$ cat config.mk
export PLATFORM = sky130hd
export DESIGN_NAME = fast_spi_peripheral_flat
export DESIGN_NICKNAME = d
export VERILOG_FILES = /design/src/rtl/fast_spi_peripheral_if.sv /design/src/rtl/fast_spi_peripheral.sv /design/src/flat_wrapper.sv
export SDC_FILE = /design/constraint.sdc
export NUM_CORES = 1
export LEC_CHECK = 0
export BUFFER_PORTS_ARGS = -buffer_cell sky130_fd_sc_hd__buf_2
export CAP_MARGIN = 20
export CORE_MARGIN = 8
export CORE_UTILIZATION = 55
export DETAILED_ROUTE_END_ITERATION = 8
export GPL_ROUTABILITY_DRIVEN = 0
export PLACE_DENSITY = 0.77
export SYNTH_ARGS = -nofsm -noshare
export SYNTH_HDL_FRONTEND = slang
export SYNTH_SLANG_ARGS = --single-unit
$ cat constraint.sdc
create_clock -name clk -period 4.1 [get_ports clk]
set_input_delay 0.615 -clock clk [delete_from_list [all_inputs] [get_ports clk]]
set_output_delay 0.615 -clock clk [all_outputs]
set_load 0.005 [all_outputs]
$ cat src/rtl/fast_spi_peripheral_if.sv
// Pin and core-side bundle for fast_spi_peripheral: SPI pins plus the parallel word exchange.
interface fast_spi_peripheral_if #(
    parameter int FRAME_BITS = 24
);
    logic                  sck;
    logic                  cs;
    logic                  sdi;
    logic                  sdo;
    logic                  sdo_oe;
    logic [FRAME_BITS-1:0] tx_data;
    logic [FRAME_BITS-1:0] rx_data;
    logic                  rx_valid;
    logic                  abort;
    logic                  busy;

    modport master (
        output sck, cs, sdi, tx_data,
        input  sdo, sdo_oe, rx_data, rx_valid, abort, busy
    );

    modport slave (
        input  sck, cs, sdi, tx_data,
        output sdo, sdo_oe, rx_data, rx_valid, abort, busy
    );
endinterface

$ cat src/rtl/fast_spi_peripheral.sv
// Mode-0 MSB-first SPI target with all pins oversampled in the clk domain.
// FAST_SPI_PERIPH_SYNC3_EN selects 3-flop pin synchronizers instead of 2.
module fast_spi_peripheral #(
    parameter int FRAME_BITS = 24,
    parameter int CNT_W      = $clog2(FRAME_BITS + 1)
) (
    input  logic                 clk,
    input  logic                 rst,
    fast_spi_peripheral_if.slave bus
);
`ifdef FAST_SPI_PERIPH_SYNC3_EN
    localparam int SYNC_DEPTH = 3;
`else
    localparam int SYNC_DEPTH = 2;
`endif
    localparam logic [CNT_W-1:0] FULL_CNT  = CNT_W'(FRAME_BITS);
    localparam logic [2:0]       FLUSH_CNT = 3'(SYNC_DEPTH + 1);

    typedef enum logic [1:0] {
        IDLE    = 2'd0,
        SHIFT   = 2'd1,
        DONE    = 2'd2,
        WAIT_CS = 2'd3
    } state_t;

    logic [SYNC_DEPTH-1:0] sck_pipe_r;
    logic [SYNC_DEPTH-1:0] cs_pipe_r;
    logic [SYNC_DEPTH-1:0] sdi_pipe_r;
    logic                  sck_d_r;
    logic                  cs_d_r;
    logic [2:0]            flush_cnt_r;
    logic                  armed_r;

    logic sck_sync_s, cs_sync_s, sdi_sync_s;
    logic sck_rise_s, sck_fall_s, cs_fall_s, cs_rise_s;

    state_t                state_r, state_nx_s;
    logic [FRAME_BITS-1:0] tx_shift_r, tx_shift_nx_s;
    logic [FRAME_BITS-1:0] rx_shift_r, rx_shift_nx_s;
    logic [CNT_W-1:0]      bit_cnt_r, bit_cnt_nx_s;
    logic [FRAME_BITS-1:0] rx_data_r, rx_data_nx_s;
    logic                  rx_valid_r, rx_valid_nx_s;
    logic                  abort_r, abort_nx_s;
    logic                  sdo_r, sdo_oe_r, busy_r;

    // Pin synchronizers plus one extra stage per line for edge detection.
    always_ff @(posedge clk or posedge rst) begin
        if (rst) begin
            sck_pipe_r <= {SYNC_DEPTH{1'b0}};
            cs_pipe_r  <= {SYNC_DEPTH{1'b1}};
            sdi_pipe_r <= {SYNC_DEPTH{1'b0}};
            sck_d_r    <= 1'b0;
            cs_d_r     <= 1'b1;
        end else begin
            sck_pipe_r <= {sck_pipe_r[SYNC_DEPTH-2:0], bus.sck};
            cs_pipe_r  <= {cs_pipe_r[SYNC_DEPTH-2:0], bus.cs};
            sdi_pipe_r <= {sdi_pipe_r[SYNC_DEPTH-2:0], bus.sdi};
            sck_d_r    <= sck_sync_s;
            cs_d_r     <= cs_sync_s;
        end
    end

    assign sck_sync_s = sck_pipe_r[SYNC_DEPTH-1];
    assign cs_sync_s  = cs_pipe_r[SYNC_DEPTH-1];
    assign sdi_sync_s = sdi_pipe_r[SYNC_DEPTH-1];

    assign sck_rise_s = sck_sync_s & ~sck_d_r;
    assign sck_fall_s = ~sck_sync_s & sck_d_r;
    assign cs_rise_s  = cs_sync_s & ~cs_d_r;
    // The reset value of the cs flops must not fake a falling edge, so a frame
    // may only start once cs has genuinely been seen high after reset.
    assign cs_fall_s  = ~cs_sync_s & cs_d_r & armed_r;

    // Arm frame start once the synchronizer has flushed and cs reads high.
    always_ff @(posedge clk or posedge rst) begin
        if (rst) begin
            flush_cnt_r <= 3'd0;
            armed_r     <= 1'b0;
        end else begin
            if (flush_cnt_r != FLUSH_CNT) begin
                flush_cnt_r <= flush_cnt_r + 3'd1;
            end else begin
                flush_cnt_r <= flush_cnt_r;
            end
            if ((flush_cnt_r == FLUSH_CNT) && cs_sync_s) begin
                armed_r <= 1'b1;
            end else begin
                armed_r <= armed_r;
            end
        end
    end

    // FSM state register.
    always_ff @(posedge clk or posedge rst) begin
        if (rst) begin
            state_r <= IDLE;
        end else begin
            state_r <= state_nx_s;
        end
    end

    // Next-state and datapath decode; cs_rise outranks any same-cycle sck edge.
    always_comb begin
        state_nx_s    = state_r;
        tx_shift_nx_s = tx_shift_r;
        rx_shift_nx_s = rx_shift_r;
        bit_cnt_nx_s  = bit_cnt_r;
        rx_data_nx_s  = rx_data_r;
        rx_valid_nx_s = 1'b0;
        abort_nx_s    = 1'b0;
        case (state_r)
            IDLE: begin
                if (cs_fall_s) begin
                    tx_shift_nx_s = bus.tx_data;
                    rx_shift_nx_s = {FRAME_BITS{1'b0}};
                    bit_cnt_nx_s  = {CNT_W{1'b0}};
                    state_nx_s    = SHIFT;
                end else begin
                    state_nx_s = IDLE;
                end
            end
            SHIFT: begin
                if (bit_cnt_r == FULL_CNT) begin
                    state_nx_s = DONE;
                end else if (cs_rise_s) begin
                    abort_nx_s = 1'b1;
                    state_nx_s = IDLE;
                end else if (sck_rise_s) begin
                    rx_shift_nx_s = {rx_shift_r[FRAME_BITS-2:0], sdi_sync_s};
                    bit_cnt_nx_s  = bit_cnt_r + {{(CNT_W-1){1'b0}}, 1'b1};
                end else if (sck_fall_s) begin
                    tx_shift_nx_s = {tx_shift_r[FRAME_BITS-2:0], 1'b0};
                end else begin
                    state_nx_s = SHIFT;
                end
            end
            DONE: begin
                rx_data_nx_s  = rx_shift_r;
                rx_valid_nx_s = 1'b1;
                if (cs_rise_s) begin
                    state_nx_s = IDLE;
                end else begin
                    state_nx_s = WAIT_CS;
                end
            end
            WAIT_CS: begin
                if (cs_rise_s) begin
                    state_nx_s = IDLE;
                end else begin
                    state_nx_s = WAIT_CS;
                end
            end
            default: begin
                state_nx_s = IDLE;
            end
        endcase
    end

    // Datapath and output registers; outputs are derived from next-state so
    // they land on the same edge as the state change.
    always_ff @(posedge clk or posedge rst) begin
        if (rst) begin
            tx_shift_r <= {FRAME_BITS{1'b0}};
            rx_shift_r <= {FRAME_BITS{1'b0}};
            bit_cnt_r  <= {CNT_W{1'b0}};
            rx_data_r  <= {FRAME_BITS{1'b0}};
            rx_valid_r <= 1'b0;
            abort_r    <= 1'b0;
            sdo_r      <= 1'b0;
            sdo_oe_r   <= 1'b0;
            busy_r     <= 1'b0;
        end else begin
            tx_shift_r <= tx_shift_nx_s;
            rx_shift_r <= rx_shift_nx_s;
            bit_cnt_r  <= bit_cnt_nx_s;
            rx_data_r  <= rx_data_nx_s;
            rx_valid_r <= rx_valid_nx_s;
            abort_r    <= abort_nx_s;
            sdo_r      <= (state_nx_s == SHIFT) ? tx_shift_nx_s[FRAME_BITS-1] : 1'b0;
            sdo_oe_r   <= ~cs_sync_s;
            busy_r     <= (state_nx_s == SHIFT) || (state_nx_s == DONE);
        end
    end

    assign bus.sdo      = sdo_r;
    assign bus.sdo_oe   = sdo_oe_r;
    assign bus.rx_data  = rx_data_r;
    assign bus.rx_valid = rx_valid_r;
    assign bus.abort    = abort_r;
    assign bus.busy     = busy_r;
endmodule

$ cat src/flat_wrapper.sv
// flat-port wrapper written by rule: the top's interface ports become plain ports
module fast_spi_peripheral_flat 
#(
    parameter int FRAME_BITS = 24,
    parameter int CNT_W      = $clog2(FRAME_BITS + 1)
)
  (clk, rst, bus_sck, bus_cs, bus_sdi, bus_tx_data, bus_sdo, bus_sdo_oe, bus_rx_data, bus_rx_valid, bus_abort, bus_busy);
  fast_spi_peripheral_if #(.FRAME_BITS(FRAME_BITS)) bus_i ();
  input  logic clk;
  input  logic rst;
  input wire logic [$bits(bus_i.sck)-1:0] bus_sck;
  input wire logic [$bits(bus_i.cs)-1:0] bus_cs;
  input wire logic [$bits(bus_i.sdi)-1:0] bus_sdi;
  input wire logic [$bits(bus_i.tx_data)-1:0] bus_tx_data;
  output wire logic [$bits(bus_i.sdo)-1:0] bus_sdo;
  output wire logic [$bits(bus_i.sdo_oe)-1:0] bus_sdo_oe;
  output wire logic [$bits(bus_i.rx_data)-1:0] bus_rx_data;
  output wire logic [$bits(bus_i.rx_valid)-1:0] bus_rx_valid;
  output wire logic [$bits(bus_i.abort)-1:0] bus_abort;
  output wire logic [$bits(bus_i.busy)-1:0] bus_busy;
  assign bus_i.sck = bus_sck;
  assign bus_i.cs = bus_cs;
  assign bus_i.sdi = bus_sdi;
  assign bus_i.tx_data = bus_tx_data;
  assign bus_sdo = bus_i.sdo;
  assign bus_sdo_oe = bus_i.sdo_oe;
  assign bus_rx_data = bus_i.rx_data;
  assign bus_rx_valid = bus_i.rx_valid;
  assign bus_abort = bus_i.abort;
  assign bus_busy = bus_i.busy;
  fast_spi_peripheral #(.FRAME_BITS(FRAME_BITS), .CNT_W(CNT_W)) u_core (.clk(clk), .rst(rst), .bus(bus_i));
endmodule
# After elaboration in Yosys (flattened, before gate mapping)
# Cells that the tools add are included.
word_totals:
  regBits: 96
  latch_bits: 0
  mem_bits_rw: 0
  mem_bits_ro: 0
  inputBits: 29
  out_inout_bits: 29
  elab_cells: 78
  memories: 0
op_classes:
  addsub: 2
  mul: 0
  n_div: 0
  magnitude_cmp: 0
  eq_ne: 14
  shift: 0
  muxes: 28
  bitwise_logic: 9
  n_reduce_logical: 7
op_table:
  columns: ["operator", "count"]
  rows:
  - ["$mux W24", 9]
  - ["$pmux W24 S2", 2]
  - ["$mux W5", 4]
  - ["$mux W2", 5]
  - ["$pmux W5 S2", 1]
  - ["$eq A2 B2 Y1 const B", 3]
  - ["$mux W1", 6]
  - ["$ne A2 B1 Y1 const B", 3]
  - ["$ne A2 B2 Y1 const B", 3]
  - ["$pmux W2 S3", 1]
  - ["$reduce_and A6 Y1", 1]
  - ["$add A5 B1 Y5 const B", 1]
  - ["$and A1 B1 Y1", 5]
  - ["$eq A5 B5 Y1 const B", 1]
  - ["$reduce_and A5 Y1", 1]
  - ["$eq A2 B1 Y1 const B", 2]
  - ["$not A1 Y1", 4]
  - ["$add A3 B1 Y3 const B", 1]
  - ["$eq A3 B2 Y1 const B", 1]
  - ["$ne A3 B2 Y1 const B", 1]
  - ["$logic_not A2 Y1", 1]
  - ["$reduce_bool A2 Y1", 1]
  - ["$reduce_or A2 Y1", 1]
  - ["$logic_and A1 B1 Y1", 1]
  - ["$logic_or A1 B1 Y1", 1]

# Logic depth before layout (Yosys ltp)
# Gate-level depths: netlist (run 1).
depth:
  word_depth: 9
  depth_mapped: 7
  mapped_depth_nobuf: 7

# Worst setup path after synthesis (run 1)
# No wires, ideal clock.
synth_timing:
  path_type: "register to register"
  start: "register u_core.bit_cnt_r[0]"
  end: "register u_core.sdo_r, in the netlist u_core.bus.sdo"
  setup_ns: 0.125
  t_arrival_ns: 1.585
  required_time_ns: 3.975
  slack_ns: 2.390
  stages_incl_launch_ff: 8
  n_path_buf: 1
  synth_period_minus_slack_ns: 1.710
  path_cell_list: "dfrtp_1 inv_1 ha_1 and4b_4 nor4_4 buf_6 nand3b_2 a21boi_2"
synth_between:
  elab_chain_len: 5
  elab_cells_between_ends: 7
synth_rtl:
  columns: ["item", "line", "rtl"]
  rows:
  - ["from (decl)", "fast_spi_peripheral.sv:40", "logic [CNT_W-1:0] bit_cnt_r, bit_cnt_nx_s;"]
  - ["from (signal assigned)", "fast_spi_peripheral.sv:165", "bit_cnt_r <= {CNT_W{1'b0}};"]
  - ["from (signal assigned)", "fast_spi_peripheral.sv:175", "bit_cnt_r <= bit_cnt_nx_s;"]
  - ["$eq A5 B5 Y1 (*)", "fast_spi_peripheral.sv:123", "if (bit_cnt_r == FULL_CNT) begin"]
  - ["$mux W2", "fast_spi_peripheral.sv:123", null]
  - ["$pmux W2 S3", "fast_spi_peripheral.sv:111", "case (state_r)"]
  - ["$eq A2 B1 Y1", "fast_spi_peripheral.sv:179", "sdo_r <= (state_nx_s == SHIFT) ? tx_shift_nx_s[FRAME_BITS-1] : 1'b0;"]
  - ["$mux W1 (*)", "fast_spi_peripheral.sv:179", null]
  - ["to (signal assigned)", "fast_spi_peripheral.sv:179", null]
  - ["to (decl)", "fast_spi_peripheral.sv:44", "logic sdo_r, sdo_oe_r, busy_r;"]
# Mark *: on every way between the ends. The rest lies on a longest branch, timed or not. The select of a mux whose other input is x is not followed.
# A chain may end at the register's enable or synchronous reset.

# Final worst setup path (run 1)
layout_timing:
  start: "register u_core.bit_cnt_r[0]"
  end: "register u_core.tx_shift_r[0]"
layout_between:
  elab_chain_len: 3
layout_rtl:
  columns: ["item", "line", "rtl"]
  rows:
  - ["$eq A5 B5 Y1", "fast_spi_peripheral.sv:123", null]
  - ["$ne A2 B2 Y1 (no source line)", null, null]
  - ["$reduce_and A6 Y1 (no source line)", null, null]
  - ["to (signal assigned)", "fast_spi_peripheral.sv:163", "tx_shift_r <= {FRAME_BITS{1'b0}};"]
  - ["to (signal assigned)", "fast_spi_peripheral.sv:173", "tx_shift_r <= tx_shift_nx_s;"]
  - ["to (decl)", "fast_spi_peripheral.sv:38", "logic [FRAME_BITS-1:0] tx_shift_r, tx_shift_nx_s;"]
# Every way passes these cells.

==> results of run 1 <==
state kept, by name, summed over array words and instances, names as in the netlist:
name,cells
u_core.bus.rx_data,24
u_core.rx_shift_r,24
u_core.tx_shift_r,24
u_core.bit_cnt_r,5
u_core.flush_cnt_r,3
u_core.cs_pipe_r,2
u_core.sck_pipe_r,2
u_core.sdi_pipe_r,2
u_core.state_r,2
u_core.armed_r,1
u_core.bus.abort,1
u_core.bus.busy,1
u_core.bus.rx_valid,1
u_core.bus.sdo,1
u_core.bus.sdo_oe,1
u_core.cs_d_r,1
u_core.sck_d_r,1
cell usage in the layout (no fill, tap or decap), types with 3 or more instances in the layout:
master,n
a21o_1,23
a22o_1,48
buf_2,57
clkbuf_1,3
clkbuf_8,9
dfrtp_1,93
dfstp_2,3
ha_1,5
inv_1,8
mux2_2,26
nand2_1,8
nand2b_1,7
o21ai_0,3
Yosys cell counts (all sizes together):
library cell	n	area [um2]
dfrtp	93	2327
a22o	48	420.4
mux2	26	292.8
a21o	23	172.7
buf	14	97.59
inv	9	33.78
nand2	8	30.03
nand2b	7	43.79
ha	5	62.56
o21ai	5	47.54
dfstp	3	78.83
nand3b	3	30.03
nor4	3	40.04
a21oi	2	10.01
a22oi	2	20.02
clkbuf	2	7.510
mux2i	2	20.02
nand4b	2	17.52
nor2b	2	12.51
a21boi	1	11.26
a31oi	1	6.260
and2b	1	7.510
and4	1	8.760
and4b	1	13.76
nand3	1	5.000
nor2	1	3.750
nor3b	1	18.77
o21a	1	7.510
or4	1	7.510
xnor2	1	8.760
worst min path at each step:
stage                                     from  cells after the start                    to  slack (ns)
after CTS                               bus_cs                      1   u_core.cs_pipe_r[0]        0.35
after floorplan           u_core.sck_pipe_r[0]                      0  u_core.sck_pipe_r[1]        0.33
after global routing                    bus_cs                      1   u_core.cs_pipe_r[0]        0.35
after global placement    u_core.sck_pipe_r[0]                      0  u_core.sck_pipe_r[1]        0.33
final                     u_core.sck_pipe_r[0]                      0  u_core.sck_pipe_r[1]        0.35
after detailed placement  u_core.sck_pipe_r[0]                      0  u_core.sck_pipe_r[1]        0.34
layout make-up:
| class | count | area (um2) | share of cell area |
|---|---|---|---|
| flip-flops and latches | 96 | 2406 | 0.5432 |
| multi-input cells | 149 | 1328 | 0.2997 |
| clock buffers | 12 | 135.1 | 0.03051 |
| repair buffers | 62 | 350.3 | 0.07910 |
| inverters | 9 | 36.28 | 0.008192 |
| clock inverters | 4 | 53.80 | 0.01215 |
| well taps | 96 | 120.1 | 0.02712 |
kinds of logic after synthesis:
group | Yosys count | synth area share
buffers and inverters | 25 | 0.03594
AOI/OAI and AO/OA | 83 | 0.1801
DFF | 96 | 0.6227
xor gates and xnor gates | 1 | 0.002267
muxes | 28 | 0.08096
and+or+nand+nor | 32 | 0.06185
adders and majority gates | 5 | 0.01619
through the flow:
step                cells  hold WS [ns]  total power (W)    util
global route          428        0.3455         0.001954  0.6519
floorplan             270        0.3312         0.001239       -
global placement      409        0.3315         0.001282  0.6168
detailed placement    411        0.3356         0.001296  0.6225
CTS                   427        0.3453         0.001887  0.6503
finish                428        0.3519         0.001871  0.6519
power groups by stage:
stage | Clock (W) | Combinational [W] | Sequential (W)
2_1_floorplan | 0 | 0.000167 | 0.00107
3_3_place_gp | 0 | 0.000197 | 0.00109
3_5_place_dp | 0 | 0.000207 | 0.00109
4_1_cts | 0.000608 | 0.000208 | 0.00107
5_1_grt | 0.000644 | 0.000231 | 0.00108
6_report | 0.000595 | 0.000204 | 0.00107
critical path: cells and delay by family (launching register included):
| kind | cells | cell delay (ns) |
|---|---|---|
| AO/OA/AOI/OAI | 2 | 0.62 |
| adder cells (fa/ha/maj) | 1 | 0.21 |
| buffers and inverters | 1 | 0.08 |
| flip-flops | 1 | 0.36 |
| AND/OR/NAND/NOR | 2 | 0.84 |
layer usage:
| metal | wire length, um | up-vias | global-route usage |
|---|---|---|---|
| li1 | - | 1097 | - |
| met1 | 3124 | 1190 | 0.1893 |
| met2 | 3208 | 45 | 0.2268 |
| met3 | 383 | 9 | 0.04360 |
| met4 | 119 | 0 | 0.07683 |
| met5 | 0 | - | 0 |
==> results.toml, run 1 <==
[critical_path]
crit_path_end_kind = "register"
crit_fanout = 23
crit_arrival_ns = 2.47
worst-r2r-cell-count = 6
regToRegSetupSlack_ns = 1.88
slowest_delay_ns = 0.60
critPathSlowestCell = "nand3b_1"
critPathKind = "reg2reg"
timing.rr.end = "u_core.tx_shift_r[0]"
crit_path_start_kind = "register"
cp-startpoint = "u_core.bit_cnt_r[0]"
required_ns = 4.35
worstPathCellList = "inv_1, ha_1, and4b_4, o21ai_0, nand3b_1, a22o_1"
cp-endpoint = "u_core.tx_shift_r[0]"
worstReg2RegStart = "u_core.bit_cnt_r[0]"

[power]
p_seq_frac = 0.573
power.switching_w = 0.0004719
p_int_w = 0.001399
power_density_nw_per_um2 = 422.3
swShare = 0.2523
power_frac_comb = 0.109
p_leak_nw = 2.396
vdd_drop_max_mv = 0.2673
pwr-share-clk = 0.318

[clock_tree]
clk_pin_slew_ns = 0.09
clk_latency_ns = 0.35
cts_buffers = 9
post-cts-setup-buffers = 0
cts_tree = "yes"
ctsResizeCount = 0
htree_levels = 3
clock_path_buffers = 2
cts.root.buffer_cell = "clkbuf_8"
cts.sinks = 96
cts_hold_buf = 0

[timing]
rsz0062_at_grt = "false"
period_share = 0.5420
setup_viol = 0
fin_crit_ns = 2.222
hold_viol_final = 0
timing.slew.headroom = 0.3423
setup-tns-final_ns = 0
tightest_slew_ns = 0.9855
fmax_mhz = 450.0
slew_violations = 0
layout_setup_ws_ns = 1.878
finClkSkew_ns = 0.01165

[yosys]
ys_seq_area_frac = 0.6227
avgSynthCellArea_um2 = 14.31
netlist_instances = 270
syn_area_um2 = 3864
syn-num-nets = 304
yosysWarnings = 0
synth-seq-cells = 96
synth_cell_types = 37

[floorplan]
die_w_um = 99.82
dieArea_um2 = 9963
initial_core_util = 0.5687
io_pins = 58
die_h_um = 99.82
core_area_um2 = 6794
rows = 30

[place]
port_buffers = 57
placed_cell_area_um2 = 4229
dp_slack_ns = 1.849
dpl.hpwl_um = 4638

[route]
vias_per_cell = 5.470
drc_errors = 0
route.detailed.wl_per_inst_um = 15.97
ant_nets = 0
routed_wl_um = 6835
vias = 2341
dr.pass1.iters = 4
drt_iter0_drc = 84

[global_route]
grt_pass1_wl_um = 11840
antenna_found_initial = 0
grt_max_degree = 72
grt_pass1_vias = 2378
track_usage = 0.1491
overflow = 0

[final_layout]
drive_gt1_frac = 0.3464
n_antenna_cell = 0
syn2layout_area_growth_pct = 14.64
fillers = 517
fin_area_um2 = 4429
fin_nets = 361

[run]
drv_cap = 0

[outcome]
status = "complete, no violations"

[min_path]
hp-class = "reg2reg"
Note: power is estimated with default switching activity, not from simulation.
==> run 2: changes to the inputs <==
clock period = 2.25 ns   (was 4.1 ns; I/O delays follow)
==> results.toml, run 2 (synthesis results as in run 1) <==
[place]
dpl.hpwl_um = 4456
port_buffers = 57
placed_cell_area_um2 = 4249

[timing]
finClkSkew_ns = 0.01470
fmax_mhz = 551.7
rsz0062_at_grt = "false"
hold_ws_ns = 0.09172
timing.slew.headroom = 0.6655
fin_crit_ns = 1.813
setup-tns-final_ns = 0
tightest_slew_ns = 0.5018
slew_violations = 0
setup_viol = 0
hold_viol_final = 0
period_share = 0.8056

[global_route]
grt_pass1_vias = 2363
antenna_found_initial = 0
grt_pass1_wl_um = 11320
overflow = 0
track_usage = 0.1407
grt_max_degree = 97

[power]
power_w = 0.003313
power_density_nw_per_um2 = 749.1
vdd_drop_max_mv = 0.4488
p_leak_nw = 2.393

[floorplan]
io_pins = 58
die_w_um = 99.82
dieArea_um2 = 9963
die_h_um = 99.82
initial_core_util = 0.5687
core_area_um2 = 6794
rows = 30

[critical_path]
critPathKind = "reg2reg"
crit_path_start_kind = "register"
required_ns = 2.48
crit_fanout = 24
crit_path_end_kind = "register"
crit_arrival_ns = 2.04

[route]
drc_errors = 0
vias_per_cell = 5.555
drt_iter0_drc = 143
routed_wl_um = 6767
ant_nets = 0
dr.pass1.iters = 4
route.detailed.wl_per_inst_um = 15.70
vias = 2394

[final_layout]
syn2layout_area_growth_pct = 14.44
drive_gt1_frac = 0.3552
multi_input_comb_area_um2 = 1328
fin_area_um2 = 4422
layout_common_cells = "dfrtp_1, buf_2, a22o_1"
final_common_cell = "dfrtp_1"
fin_nets = 364
fillers = 525
n_antenna_cell = 0
seq_area_um2 = 2406

[outcome]
status = "complete, no violations"

[clock_tree]
cts_tree = "yes"
clk_pin_slew_ns = 0.08
clk_latency_ns = 0.35
clock_path_buffers = 2
cts_hold_buf = 0
htree_levels = 3
post-cts-setup-buffers = 0
cts_buffers = 9
ctsResizeCount = 0
cts.sinks = 96
cts.root.buffer_cell = "clkbuf_8"

[min_path]
hp-class = "in2reg"

[run]
drv_cap = 0
## run 2: changes by cell type in the layout (fill, tap and decap cells not counted)
cell,change
clkinv_4,+2
buf_4,+5
clkinvlp_4,+1
inv_4,-1
bufinv_16,-1
buf_6,-2
buf_12,+1
buf_16,-1
clkbuf_1,-1
## run 2: layout make-up
class / count / share of cell area
inverter: 9 / 0.008489
clock inverter: 5 / 0.009338
clock buffer: 11 / 0.02971
tap: 96 / 0.02716
sequential: 96 / 0.5441
multi-input combinational: 149 / 0.3002
timing repair buffer: 65 / 0.08093
## run 2: critical path, cell delays in order (launching register included)
cell,delay [ns]
dfrtp_1,0.36
inv_1,0.07
ha_1,0.21
and4b_4,0.24
nor4_4,0.26
buf_4,0.31
nand3b_2,0.20
nand2_1,0.06
## run 2: path summary, 6_finish.rpt
kind	cells after the start	slack (ns)	from	to
worst max-delay path	7	0.44	u_core.bit_cnt_r[0]	u_core.tx_shift_r[23]
worst min-delay path	1	0.09	bus_cs	u_core.cs_pipe_r[0]
worst max register to register	7	0.44	u_core.bit_cnt_r[0]	u_core.tx_shift_r[23]
worst min register to register	0	0.35	u_core.sck_pipe_r[0]	u_core.sck_pipe_r[1]
max in group asynchronous	3	1.72	rst	u_core.cs_pipe_r[0]
min in group asynchronous	3	0.10	rst	u_core.rx_shift_r[0]
## run 2: metal layers
metal  up-vias  share of wire  GRT usage
li1       1121              -          -
met3         6          0.046    0.04083
met2        58           0.47     0.2206
met5         -              0          0
met1      1209           0.47     0.1807
met4         0          0.012    0.05239
## run 2: stage by stage
step,worst slack [ns],std cells,util
after floorplan,0.5401,270,-
after global placement,0.4967,415,0.6254
after detailed placement,0.4535,415,0.6254
after CTS,0.4440,431,0.6508
after global routing,0.3641,431,0.6508
final,0.4375,431,0.6508
## run 2: power by group
part | internal [W] | switching [W]
registers | 0.00186 | 0.0000866
clock network | 0.000410 | 0.000572
logic | 0.000176 | 0.000205
total | 0.00245 | 0.000863
